$ cat config.mk
export PLATFORM = sky130hd
export DESIGN_NAME = disp_scan_ctrl
export DESIGN_NICKNAME = d
export VERILOG_FILES = /design/src/rtl/disp_pkg.sv /design/src/rtl/disp_blink_gen.sv /design/src/rtl/disp_scan_ctrl.sv
export SDC_FILE = /design/constraint.sdc
export NUM_CORES = 1
export LEC_CHECK = 0
export ABC_CLOCK_PERIOD_IN_PS = 4800
export CELL_PAD_IN_SITES_DETAIL_PLACEMENT = 1
export CELL_PAD_IN_SITES_GLOBAL_PLACEMENT = 2
export CORE_MARGIN = 8
export CORE_UTILIZATION = 35
export DETAILED_ROUTE_END_ITERATION = 8
export GPL_ROUTABILITY_DRIVEN = 0
export PLACE_DENSITY_LB_ADDON = 0.1
export RECOVER_POWER = 50
export SLEW_MARGIN = 20
export SYNTH_ARGS = -nofsm -noshare
export SYNTH_HDL_FRONTEND = slang
export SYNTH_SLANG_ARGS = --single-unit
export TNS_END_PERCENT = 1
$ cat constraint.sdc
create_clock -name clk -period 4.8 [get_ports clk]
set_clock_uncertainty 0.2 [all_clocks]
set_input_delay 0.96 -clock clk [delete_from_list [all_inputs] [get_ports clk]]
set_output_delay 0.96 -clock clk [all_outputs]
set_load 0.01 [all_outputs]
$ cat src/rtl/disp_pkg.sv
// disp_pkg: shared digit-code definitions for the display scan controller and segment decoder
package disp_pkg;
  localparam int DIGIT_W = 5;
  localparam logic [DIGIT_W-1:0] CODE_BLANK = 5'd16;
  localparam logic [DIGIT_W-1:0] CODE_DASH = 5'd17;
  typedef enum logic {ST_DEAD, ST_DRIVE} scan_state_t;
  function automatic logic code_valid(input logic [DIGIT_W-1:0] c);
    return c <= 5'd9 || c == CODE_BLANK || c == CODE_DASH;
  endfunction
  function automatic logic [DIGIT_W-1:0] code_clean(input logic [DIGIT_W-1:0] c);
    return code_valid(c) ? c : CODE_BLANK;
  endfunction
endpackage

$ cat src/rtl/disp_blink_gen.sv
// disp_blink_gen: counts frames and toggles the blink phase every BLINK_FRAMES frames
module disp_blink_gen #(
  parameter int BLINK_FRAMES = 64
) (
  input  logic clk,
  input  logic rst,
  input  logic frame_start,
  output logic blink_phase_nxt
);
  localparam int FW = $clog2(BLINK_FRAMES + 1);
  logic [FW-1:0] fcnt_q, fcnt_d;
  logic phase_q, phase_d, wrap;
  always_comb begin
    wrap = frame_start && fcnt_q == FW'(BLINK_FRAMES - 1);
    fcnt_d = !frame_start ? fcnt_q : wrap ? '0 : fcnt_q + 1'b1;
    phase_d = phase_q ^ wrap;
  end
  always_ff @(posedge clk)
    if (rst) begin
      fcnt_q <= '0;
      phase_q <= 1'b0;
    end else begin
      fcnt_q <= fcnt_d;
      phase_q <= phase_d;
    end
  // The scan controller registers digit_holder on the same edge the phase flips
  assign blink_phase_nxt = phase_d;
endmodule

$ cat src/rtl/disp_scan_ctrl.sv
// disp_scan_ctrl: time-multiplexed 7-segment scan with frame-coherent shadow, blanking gaps and blink
module disp_scan_ctrl
  import disp_pkg::*;
#(
  parameter int NUM_DIGITS   = 4,
  parameter int DRIVE_CYCLES = 100000,
  parameter int DEAD_CYCLES  = 500,
  parameter int BLINK_FRAMES = 64
) (
  input  logic                          clk,
  input  logic                          rst,
  input  logic [DIGIT_W*NUM_DIGITS-1:0] digits_in,
  input  logic                          upd_req,
  output logic                          upd_ack,
  input  logic [NUM_DIGITS-1:0]         blink_mask,
  input  logic                          enable,
  output logic [DIGIT_W-1:0]            digit_holder,
  output logic [NUM_DIGITS-1:0]         an,
  output logic                          frame_start
);
  localparam int CW = $clog2((DRIVE_CYCLES > DEAD_CYCLES ? DRIVE_CYCLES : DEAD_CYCLES) + 1);
  localparam int IW = NUM_DIGITS > 1 ? $clog2(NUM_DIGITS) : 1;
  scan_state_t state_q, state_d;
  logic [CW-1:0] cnt_q, cnt_d;
  logic [IW-1:0] idx_q, idx_d;
  logic [NUM_DIGITS-1:0][DIGIT_W-1:0] shadow_q, shadow_d;
  logic [DIGIT_W-1:0] digit_holder_q, digit_holder_d;
  logic [NUM_DIGITS-1:0] an_q, an_d;
  logic upd_ack_q, upd_ack_d, frame_start_q, frame_start_d;
  logic last, load, blank, phase_nxt;
  disp_blink_gen #(.BLINK_FRAMES(BLINK_FRAMES)) u_blink (
    .clk            (clk),
    .rst            (rst),
    .frame_start    (frame_start_d),
    .blink_phase_nxt(phase_nxt)
  );
  always_comb begin
    last = cnt_q == (state_q == ST_DRIVE ? CW'(DRIVE_CYCLES - 1) : CW'(DEAD_CYCLES - 1));
    state_d = !last ? state_q : state_q == ST_DEAD ? ST_DRIVE : ST_DEAD;
    cnt_d = last ? '0 : cnt_q + 1'b1;
    idx_d = !(last && state_q == ST_DRIVE) ? idx_q : idx_q == IW'(NUM_DIGITS - 1) ? '0 : idx_q + 1'b1;
    frame_start_d = last && state_q == ST_DEAD && idx_q == '0;
    load = frame_start_d && upd_req;
    upd_ack_d = load;
    for (int i = 0; i < NUM_DIGITS; i++)
      shadow_d[i] = load ? code_clean(digits_in[DIGIT_W*i +: DIGIT_W]) : shadow_q[i];
    // Outputs follow next-state values so they stay aligned with the FSM edge
    blank = state_d == ST_DEAD || (phase_nxt && blink_mask[idx_d]);
    digit_holder_d = blank ? CODE_BLANK : shadow_d[idx_d];
    an_d = (state_d == ST_DRIVE && enable) ? ~(NUM_DIGITS'(1) << idx_d) : '1;
  end
  always_ff @(posedge clk)
    if (rst) begin
      state_q <= ST_DEAD;
      cnt_q <= '0;
      idx_q <= '0;
      shadow_q <= {NUM_DIGITS{CODE_BLANK}};
      digit_holder_q <= CODE_BLANK;
      an_q <= '1;
      upd_ack_q <= 1'b0;
      frame_start_q <= 1'b0;
    end else begin
      state_q <= state_d;
      cnt_q <= cnt_d;
      idx_q <= idx_d;
      shadow_q <= shadow_d;
      digit_holder_q <= digit_holder_d;
      an_q <= an_d;
      upd_ack_q <= upd_ack_d;
      frame_start_q <= frame_start_d;
    end
  assign digit_holder = digit_holder_q;
  assign an = an_q;
  assign upd_ack = upd_ack_q;
  assign frame_start = frame_start_q;
endmodule

==> out/metrics.cfg, run 1 <==
[floorplanning]
die-area_mm2 = 0.0109
rows = 32
core-area_mm2 = 0.00769
initial_core_util = 0.357
die_h_um = 105
io_pins = 39
die_x_um = 105

[logic_synthesis]
syn_inst = 307
async_flop_share = 0
synth_cell_types = 52
synth_top_area_cell = dfxtp_1
synth_top_area_share = 0.430
synthSimpleGateAreaFrac = 0.258
synthAdderAreaFrac = 0.0182
synth_xor_area_frac = 0.0606
yosysWarnings = 0
ys_seq_elements = 59
syn_area_mm2 = 0.00275
synth_edf_count = 0
synth-compound-area-share = 0.169
synth.area.top_cells = dfxtp_1 (43%), nor2_1 (5.6%), nand2_1 (3.8%), xor2_1 (3.8%), a21oi_1 (3.6%)
syn_area_per_cell_um2 = 8.95
synth_flop_cell = dfxtp_1
syn_nets = 339
ys_seq_area_frac = 0.430
synth.area.mux_share = 0.0360
synth_top_family_by_area = simple AND/OR/NAND/NOR gates

[cts]
cts_tree = done
numCtsBuffers = 9
cts_setup_buffers = 0
clk_pin_slew_worst_paths_ps = 70
h-tree-depth = 3
clkLatencyLatePin_ps = 330
cts-root-buf = clkbuf_8
clock-sinks = 59
ctsLongestPathBuffers = 2
hold_buffers = 0
cts_resized = 0

[job]
drv_cap = 0

[global_route]
grt_overflow = 0
antenna_found_initial = 0
grt_pass1_wl_um = 12300
track_usage = 0.139
grt_max_degree = 19
first_global_vias = 2382

[finish]
drive_gt1_frac = 0.0989
diodes = 0
syn_to_final_growth_pct = 23.8
layout.nets = 382
final_util = 0.442
final_common_cell = dfxtp_1
fillers = 908
final_cells = 456
final_cell_mix = dfxtp_1 (59), nor2_1 (41), nand2_1 (28)

[routing]
drc = 0
avgRoutedWirePerCell_um = 15.9
drtAntennaViolNets = 0
drtIter0Drc = 50
firstDrtPassIters = 4
num_vias = 2342
wl_um = 7240
via_per_inst = 5.14

[critical_path]
timing.rr.end = digit_holder[4]
r2r_cells = 8
reg2reg_from = cnt_q[0]
rrSetupSlack_ps = 1110
path_class = flop to flop
cp-endpoint = digit_holder[4]
critPathLaunchType = flop
arrival_ps = 3700
cp_max_fo = 7
required_ps = 4820
end_kind = flop
startpoint = cnt_q[0]

[placement]
place_inst = 441
port-buffer-count = 38
place_ws_ps = 1160
hpwl_um = 5400

[pwr]
p_leak_nw = 1.24
max-vdd-ir-drop_mv = 0.138
power_density_mw_per_mm2 = 294
finalPower_mw = 1.00

[sta]
slew_headroom = 0.331
setup_tns_ps = 0
fmax_mhz = 271
worst_slew_pin_slew_ps = 1000
rsz0062_at_grt = no
period_share = 0.768
slew_viol_final = 0
finalSetupViolations = 0
post-route-min-period_ps = 3690
hold_violations = 0
layout_setup_ws_ps = 1110

[outcome]
status = finished, final reports clean

[hold_path]
hold_class = flop to flop
hold_depth = 2

## flip-flops by register name, summed over array words and instances, names as in the netlist, 2 cells and up
| register | flops |
|---|---|
| an | 4 |
| cnt_q | 17 |
| digit_holder | 5 |
| idx_q | 2 |
| shadow_q | 20 |
| u_blink.fcnt_q | 7 |
## cell families after synthesis
family | after synthesis
compound gates | 62
xor+xnor | 19
fa+ha+maj | 4
buf+inv | 16
flops | 59
mux | 9
simple gates | 138
## cells in the mapped netlist, types with 2 or more instances
| cell | count |
|---|---|
| o211a_1 | 2 |
| clkbuf_1 | 7 |
| and4_1 | 2 |
| ha_1 | 4 |
| o21a_1 | 2 |
| nand3_1 | 16 |
| o211ai_1 | 5 |
| a211oi_1 | 6 |
| xnor2_1 | 7 |
| mux2i_1 | 7 |
| and2_1 | 4 |
| nand2b_1 | 4 |
| and3_1 | 5 |
| nor2b_1 | 4 |
| xor2_1 | 12 |
| or2_2 | 6 |
| or4_4 | 3 |
| dfxtp_1 | 59 |
| nor3_1 | 5 |
| a21oi_1 | 20 |
| and3_2 | 5 |
| a211o_1 | 4 |
| inv_1 | 7 |
| nor4_1 | 2 |
| nor2_1 | 41 |
| nand4_1 | 6 |
| o21ai_0 | 10 |
| nand2_1 | 28 |
## through the flow
step / hold slack, ps / area, µm²
after floorplan: 230 / 2750
after global placement: 243 / 3230
after detailed placement: 255 / 3230
after CTS: 265 / 3420
after global routing: 288 / 3400
final: 262 / 3400
## cell type report
type | count | area [µm²] | share of cell area
repair buffers | 41 | 399 | 0.117
flip-flops and latches | 59 | 1180 | 0.347
clock buffers | 13 | 159 | 0.0467
well taps | 102 | 128 | 0.0375
multi-input cells | 232 | 1470 | 0.433
inverters | 7 | 26.3 | 0.00773
clock inverters | 2 | 35.0 | 0.0103
## worst max-delay path: stages (launching register included)
cell      delay (ps)
dfxtp_1          380
ha_1             220
nand2_1          120
or4bb_2          720
a211oi_1         700
o21ai_1          380
a211oi_1         480
o31ai_4          180
o21bai_1         190
## where the power goes
part           internal, mW  total, mW  leakage [nW]  switching (mW)
Sequential            0.492      0.494         0.476         0.00243
Combinational        0.0275     0.0489         0.666          0.0214
Clock                 0.265      0.458        0.0995           0.193
## worst min-delay path by stage
stage	to	start
3_3_place_gp	cnt_q[0]	cnt_q[0]
4_1_cts	shadow_q[16]	shadow_q[16]
2_1_floorplan	cnt_q[0]	cnt_q[0]
5_1_grt	shadow_q[12]	shadow_q[12]
6_report	shadow_q[16]	shadow_q[16]
3_5_place_dp	shadow_q[16]	shadow_q[16]
## per-layer routing
| metal | part of all wire | global-route usage | vias to the layer above |
|---|---|---|---|
| li1 | - | - | 1183 |
| met1 | 0.53 | 0.194 | 1104 |
| met2 | 0.41 | 0.194 | 47 |
| met3 | 0.046 | 0.0369 | 8 |
| met4 | 0.013 | 0.0642 | 0 |
| met5 | 0 | 0 | - |
(Power assumes the default switching activity.)
==> run 2: changes to the inputs <==
--- a/config.mk
+++ b/config.mk
@@ -5,11 +5,11 @@
 export SDC_FILE = /design/constraint.sdc
 export NUM_CORES = 1
 export LEC_CHECK = 0
-export ABC_CLOCK_PERIOD_IN_PS = 4800
+export ABC_CLOCK_PERIOD_IN_PS = 3600
 export CELL_PAD_IN_SITES_DETAIL_PLACEMENT = 1
 export CELL_PAD_IN_SITES_GLOBAL_PLACEMENT = 2
 export CORE_MARGIN = 8
-export CORE_UTILIZATION = 35
+export CORE_UTILIZATION = 33
 export DETAILED_ROUTE_END_ITERATION = 8
 export GPL_ROUTABILITY_DRIVEN = 0
 export PLACE_DENSITY_LB_ADDON = 0.1
==> constraint.sdc (replaced) <==
create_clock -name clk -period 3.6 [get_ports clk]
set_clock_uncertainty 0.2 [all_clocks]
set_input_delay 0.72 -clock clk [delete_from_list [all_inputs] [get_ports clk]]
set_output_delay 0.72 -clock clk [all_outputs]
set_load 0.01 [all_outputs]
==> run 2 against run 1 <==
Compared with the run above: flip-flop and latch count stayed put; first-iteration DRC count is 20% higher; global-route usage hardly changed; critical path type unchanged; register-to-register slack worse by 700 ps; setup slack worse by 700 ps; sequential power is 33% higher; non-clock buffer count is 2 higher; fmax is 16% higher; hold slack worse by 3.6 ps.
==> out/metrics.cfg, run 2 (synthesized netlist as in run 1, its figures left out) <==
[critical_path]
cp-endpoint = digit_holder[4]
critPathLaunchType = flop
required_ps = 3630
r2r_cells = 8
startpoint = cnt_q[0]
end_kind = flop
path_class = flop to flop
timing.rr.end = digit_holder[4]
cp_max_fo = 8
rrSetupSlack_ps = 410
reg2reg_from = cnt_q[0]
arrival_ps = 3220

[floorplanning]
die-area_mm2 = 0.0115
rows = 33
die_x_um = 107
core-area_mm2 = 0.00813
io_pins = 39
die_h_um = 107
initial_core_util = 0.338

[job]
drv_cap = 0

[cts]
hold_buffers = 0
cts_tree = done
clock-sinks = 59
h-tree-depth = 3
clk_pin_slew_worst_paths_ps = 70
cts-root-buf = clkbuf_8
cts_setup_buffers = 0
ctsLongestPathBuffers = 2
clkLatencyLatePin_ps = 340
cts_resized = 0
numCtsBuffers = 9

[global_route]
track_usage = 0.139
grt_pass1_wl_um = 12500
grt_overflow = 0
first_global_vias = 2447
antenna_found_initial = 0
grt_max_degree = 23

[pwr]
finalPower_mw = 1.42
max-vdd-ir-drop_mv = 0.181
power_density_mw_per_mm2 = 409
p_leak_nw = 1.26

[placement]
placed_area_mm2 = 0.00325
port-buffer-count = 38
place_ws_ps = 422
hpwl_um = 5680

[routing]
drc = 0
avgRoutedWirePerCell_um = 16.3
via_per_inst = 5.07
drtIter0Drc = 60
wl_um = 7510
drtAntennaViolNets = 0
firstDrtPassIters = 4
num_vias = 2343

[finish]
regMostFlops = shadow_q
top_regs = shadow_q x20, cnt_q x17, u_blink.fcnt_q x7
syn_to_final_growth_pct = 26.1
diodes = 0
largest_reg_flops = 20
final_cell_mix = dfxtp_1 (59), nor2_1 (41), nand2_1 (28)
drive_gt1_frac = 0.112
final_common_cell = dfxtp_1
fin_area_mm2 = 0.00347
layout.nets = 384

[sta]
slew_headroom = 0.608
layout_setup_ws_ps = 409
rsz0062_at_grt = no
period_share = 0.886
hold_violations = 0
finalSetupViolations = 0
slew_viol_final = 0
post-route-min-period_ps = 3190
worst_slew_pin_slew_ps = 586
setup_tns_ps = 0
fmax_mhz = 313

[hold_path]
hold_class = flop to flop
hold_depth = 2

[outcome]
status = finished, final reports clean

run 2: cell count changes in the layout (fill, tap and decap cells not counted):
| cell | change |
|---|---|
| buf_4 | +2 |
| a211oi_4 | +1 |
| bufinv_16 | +1 |
| clkinvlp_4 | +1 |
| a211oi_1 | -1 |
| clkbuf_1 | -1 |
run 2: how the worst min path moves through the flow:
stage | startpoint | endpoint | slack (ps)
2_1_floorplan | cnt_q[0] | cnt_q[0] | 230
3_3_place_gp | cnt_q[0] | cnt_q[0] | 240
3_5_place_dp | cnt_q[0] | cnt_q[0] | 250
4_1_cts | shadow_q[12] | shadow_q[12] | 260
5_1_grt | shadow_q[17] | shadow_q[17] | 280
6_report | shadow_q[12] | shadow_q[12] | 260
run 2: worst max-delay path, cell delays in order (launching register included):
cell,delay (ps)
dfxtp_1,380
ha_1,220
nand2_1,110
or4bb_2,720
a211oi_4,360
mux2_4,380
a211oi_1,370
o31ai_4,150
o21bai_1,180
run 2: stage by stage:
step / util / cells / hold slack (ps)
finish: 0.426 / 462 / 259
detailed placement: 0.399 / 446 / 252
CTS: 0.427 / 462 / 264
global placement: 0.399 / 446 / 244
floorplan: - / 307 / 230
global route: 0.426 / 462 / 285
run 2: report_power, final:
| part | total [mW] | switching (mW) | internal (mW) |
|---|---|---|---|
| clock network | 0.691 | 0.264 | 0.427 |
| logic | 0.0666 | 0.0299 | 0.0368 |
| registers | 0.659 | 0.00326 | 0.655 |
run 2: cell type report:
class	instances	area, µm²
Fill cell	954	4670
Multi-Input combinational cell	232	1490
Timing Repair Buffer	43	414
Tap cell	105	131
Inverter	7	26.3
Sequential cell	59	1180
Clock inverter	4	72.6
Clock buffer	12	155
run 2: per-layer routing:
layer  vias to the layer above  share of wire  GRT usage
met5                         -              0          0
met4                         0          0.018     0.0573
met3                        12          0.048     0.0396
met2                        42           0.43      0.205
met1                      1104           0.50      0.186
li1                       1185              -          -
